File: config.mk
export PLATFORM = sky130hd
export DESIGN_NAME = data_mem_responder
export DESIGN_NICKNAME = d
export VERILOG_FILES = /design/src/rtl/data_mem_responder.sv
export SDC_FILE = /design/constraint.sdc
export NUM_CORES = 2
export LEC_CHECK = 0
export BUFFER_PORTS_ARGS = -buffer_cell sky130_fd_sc_hd__buf_2
export CAP_MARGIN = 20
export CORE_MARGIN = 4
export CORE_UTILIZATION = 50
export DETAILED_ROUTE_END_ITERATION = 16
export PLACE_DENSITY = 0.78
export REMOVE_ABC_BUFFERS = 1
export SLEW_MARGIN = 20
export SYNTH_ARGS = -nofsm -noshare
export SYNTH_HDL_FRONTEND = slang
export SYNTH_SLANG_ARGS = --single-unit
File: constraint.sdc
create_clock -name clk -period 5.35 [get_ports clk]
set_input_delay 0.8025 -clock clk [delete_from_list [all_inputs] [get_ports clk]]
set_output_delay 0.8025 -clock clk [all_outputs]
set_load 0.02 [all_outputs]
File: src/rtl/data_mem_responder.sv
// Single-outstanding load/store responder over a DEPTH x 16-bit word memory.
// Each request waits WAIT_CYCLES before its response, which is held until consumed.
module data_mem_responder #(
  parameter int DEPTH       = 256,
  parameter int WAIT_CYCLES = 2
) (
  input  logic        clk,
  input  logic        reset,
  input  logic        req_valid,
  input  logic        req_write,
  input  logic [15:0] req_addr,
  input  logic [15:0] req_wdata,
  output logic        req_ready,
  output logic        rsp_valid,
  input  logic        rsp_ready,
  output logic [15:0] rsp_rdata,
  output logic        rsp_err
);

  localparam int AW = (DEPTH > 1) ? $clog2(DEPTH) : 1;

  typedef enum logic [1:0] {IDLE, WAIT, RESP} state_t;

  state_t      state;
  logic [3:0]  cnt;
  logic        wr_q;
  logic [15:0] addr_q;
  logic [15:0] wdata_q;
  logic [15:0] mem [DEPTH];

  // With zero wait states the response is formed on the acceptance edge,
  // before the request registers hold anything, so the live inputs are used.
  logic          op_write;
  logic [15:0]   op_addr;
  logic [15:0]   op_wdata;
  logic          op_in_range;
  logic [AW-1:0] op_idx;
  logic          enter_resp;
  logic [15:0]   rd_nxt;

  assign op_write    = (state == IDLE) ? req_write : wr_q;
  assign op_addr     = (state == IDLE) ? req_addr  : addr_q;
  assign op_wdata    = (state == IDLE) ? req_wdata : wdata_q;
  assign op_in_range = {1'b0, op_addr} < 17'(DEPTH);
  assign op_idx      = op_addr[AW-1:0];
  assign rd_nxt      = (!op_write && op_in_range) ? mem[op_idx] : 16'h0000;

  assign enter_resp = ((state == IDLE) && req_valid && (WAIT_CYCLES == 0)) ||
                      ((state == WAIT) && (cnt == 4'd1));

  // Memory is never reset; the write is suppressed while reset is held so an
  // aborted store cannot land.
  always_ff @(posedge clk) begin
    if (reset && enter_resp && op_write && op_in_range)
      mem[op_idx] <= op_wdata;
  end

  always_ff @(posedge clk or negedge reset) begin
    if (!reset) begin
      state     <= IDLE;
      cnt       <= 4'd0;
      wr_q      <= 1'b0;
      addr_q    <= 16'h0000;
      wdata_q   <= 16'h0000;
      req_ready <= 1'b1;
      rsp_valid <= 1'b0;
      rsp_err   <= 1'b0;
      rsp_rdata <= 16'h0000;
    end else begin
      case (state)
        IDLE: if (req_valid) begin
          wr_q      <= req_write;
          addr_q    <= req_addr;
          wdata_q   <= req_wdata;
          cnt       <= 4'(WAIT_CYCLES);
          req_ready <= 1'b0;
          if (WAIT_CYCLES == 0) begin
            state     <= RESP;
            rsp_valid <= 1'b1;
            rsp_err   <= !op_in_range;
            rsp_rdata <= rd_nxt;
          end else begin
            state <= WAIT;
          end
        end
        WAIT: begin
          cnt <= cnt - 4'd1;
          if (cnt == 4'd1) begin
            state     <= RESP;
            rsp_valid <= 1'b1;
            rsp_err   <= !op_in_range;
            rsp_rdata <= rd_nxt;
          end
        end
        RESP: if (rsp_ready) begin
          state     <= IDLE;
          req_ready <= 1'b1;
          rsp_valid <= 1'b0;
          rsp_err   <= 1'b0;
          rsp_rdata <= 16'h0000;
        end
        default: state <= IDLE;
      endcase
    end
  end

endmodule

==> impl_metrics.ini <==
[worst_setup_path]
worst_path_max_delay_cell = o41ai_1
worstPathArrival_ns = 6.30
start_kind = register
endpoint_kind = register
path_class = register to register
crit_fanout = 47
cp_data_required_time_ns = 6.25
cp_slowest_stage_delay_ns = 1.21
path_cells = or2_1 > mux2_8 > buf_12 > buf_4 > o22ai_1 > o21ai_0 > a41oi_1 > o41ai_1 > nand4_1 > o21ai_1
cp_top_family = compound AO/OA/AOI/OAI gates
cp.buffers_inverters = 2

[timing]
relSlewSlack_pct = 13.0
tightest_slew_ns = 1.29
rsz0062_at_grt = no
fin_skew_ns = 0.0440
slew_viol_final = 0
hold_ws_ns = 0.0491
min_period_ns = 5.40
fin_ws_ns = -0.0469
min_period_over_period_pct = 101
fin_tns_setup_ns = -0.0469
setup-violations-final = 1
timing_hold_violations_final = 0
fmax_ghz = 0.185

[pwr]
total_power_mw = 105
ir_drop_mv = 0.854
power_density_nw_per_um2 = 609
p_leak_nw = 52.7

[synthesis]
synth.largest_area_cell = edfxtp_1
seq_area_frac_synth_pct = 82.5
synth_edf_count = 4096
netlist_area_um2 = 151000
synth_area_leaders = edfxtp_1 (82%), o22ai_1 (8.5%), o21ai_0 (3.3%)
synth_top_cell_area_share_pct = 81.5
synth_common_cells = edfxtp_1 (4096), o22ai_1 (2057), o21ai_0 (998)
ys_warn_count = 0
synth_area_per_cell_um2 = 17.1
ys_seq_elements = 4154
yosysMostFrequentCell = edfxtp_1
syn_inst = 8808
synth_ff_type = edfxtp_1
synthArstFlopShare_pct = 1.40
synth_cell_types = 44

[routing]
ant_nets = 0
vias = 95100
highest_layer = met5
drc = 0
wl_met2_mm = 202
drt_iter0_drc = 19400
routed_wl_mm = 449
wl_met1_mm = 143
drt_first_pass_iters = 9
met3_length_mm = 73.0
wl_per_cell_um = 33.2
vias_per_cell = 7.03

[grt]
grt.total_usage_pct = 28.1
antenna_found_initial = 30
grt_max_degree = 132
grt_pass1_wl_mm = 636
grt_pass1_vias = 90000
overflow = 0

[clock_network]
root_buffer = clkbuf_16
cts_max_path_buffers = 4
cts_tree = done
worstSkewPairLatency_ns = 1.01
cts.sinks = 4154
clkTransAtPathRegs_ns = 0.07
cts_inserted_buffers = 401
htree_levels = 5

[layout]
fin_nets = 9282
final_util_pct = 57.4
syn_to_final_growth_pct = 14.1
drive_above_1_share_pct = 13.5

[floorplanning]
die-area_um2 = 311000
die_w_um = 557
row_count = 201
fp.dieH_um = 557
core_area_um2 = 300000
start_util_pct = 50.3
num_io_pins = 56

[place]
gp_congestion = 0.935
numPortBuffers = 55
hpwl_mm = 260
pre_cts_ws_ns = 0.229

[outcome]
failed_checks = negative setup slack
outcome = finished, violations left

[hold_path]
hp-class = input port to register

[run]
drv_cap = 0
[path summary, 6_finish.rpt]
kind	startpoint	end	slack, ns	depth (start not counted)
min in group asynchronous	reset	cnt[3]$_DFFE_PN0P_	0.11	2
max	state[0]$_DFFE_PN0P_	rsp_rdata[9]$_DFFE_PN0P_	-0.05	10
min reg2reg	wdata_q[2]$_DFFE_PN0P_	wdata_q[2]$_DFFE_PN0P_	0.48	2
min	req_wdata[7]	wdata_q[7]$_DFFE_PN0P_	0.05	3
max in group asynchronous	reset	rsp_rdata[11]$_DFFE_PN0P_	4.53	2
max reg2reg	state[0]$_DFFE_PN0P_	rsp_rdata[9]$_DFFE_PN0P_	-0.05	10
[power by group]
part	switching, mW	total (mW)	leakage (nW)	internal (mW)
registers	0.198	42.6	37.8	42.4
clock network	11.7	27.9	6.25	16.2
logic	26.5	34.3	8.67	7.79
[flip-flops by register name, indices dropped and copies added (netlist names)]
| name | count |
|---|---|
| wdata_q | 16 |
| state | 2 |
| cnt | 4 |
| mem | 4096 |
| rsp_err | 1 |
| rsp_rdata | 16 |
| wr_q | 1 |
| req_ready | 1 |
| addr_q | 16 |
| rsp_valid | 1 |
[routing by layer]
layer | vias to the layer above | track usage [%]
li1 | 37700 | -
met1 | 46600 | 36.2
met2 | 9325 | 42.2
met3 | 1570 | 8.98
met4 | 20 | 16.4
met5 | - | 0
[layout by cell type, fill, tap and decap left out, types with 4 or more instances in the layout]
cell and count:
a31oi_4 4, a41oi_1 243, buf_12 91, buf_2 55, buf_4 528, bufinv_16 47, clkbuf_1 72, clkbuf_16 407
clkbuf_8 5, clkinv_1 94, clkinv_2 63, clkinv_8 5, clkinvlp_4 9, dfrtp_1 57, diode_2 27, dlygate4sd3_1 12
edfxtp_1 4096, inv_1 11, nand2_1 157, nand2_2 16, nand2_4 19, nand2b_1 19, nand3_1 20, nand3b_1 6
nand4_1 18, nor2_1 249, nor2_2 10, nor3_1 4, nor4_1 29, o21ai_0 997, o21ai_1 64, o22ai_1 2057
o41ai_1 21, o41ai_2 13
[what timing repair did]
item	4_1_cts	5_1_grt
gates resized for setup	0	3
setup buffers	0	0
hold buffers	12	0
endpoints found under the setup margin	0	2
hold endpoints to repair	12	0
[metrics by stage]
step	cell area, µm²	std cells
5_1_grt	172000	13500
3_5_place_dp	159000	12800
2_1_floorplan	148000	8154
3_3_place_gp	159000	12800
6_report	172000	13500
4_1_cts	172000	13500
[layout make-up]
type	count	area (µm²)
fillers	20500	128000
flip-flops and latches	4154	124000
multi-input cells	3989	23700
diodes	27	67.6
inverters	11	41.3
clock buffers	484	10500
well taps	3958	4950
clock inverters	222	2260
repair buffers	686	6180
[cells by family (layout without fill, tap and decap cells)]
group	Yosys count	after routing	share of synthesized area (%)
flip-flops	4154	4154	82.5
AND/OR/NAND/NOR	566	566	1.59
AO/OA/AOI/OAI	3415	3415	13.8
other	0	27	0
buffers and inverters	665	1403	2.10
adder cells (fa/ha/maj)	2	2	0.0166
multiplexers	6	6	0.0448
[tightest hold or removal path: stages]
cell and delay, ns:
buf_2 0.09, nand2_1 0.04, nand2_1 0.06
(Power assumes the default switching activity.)
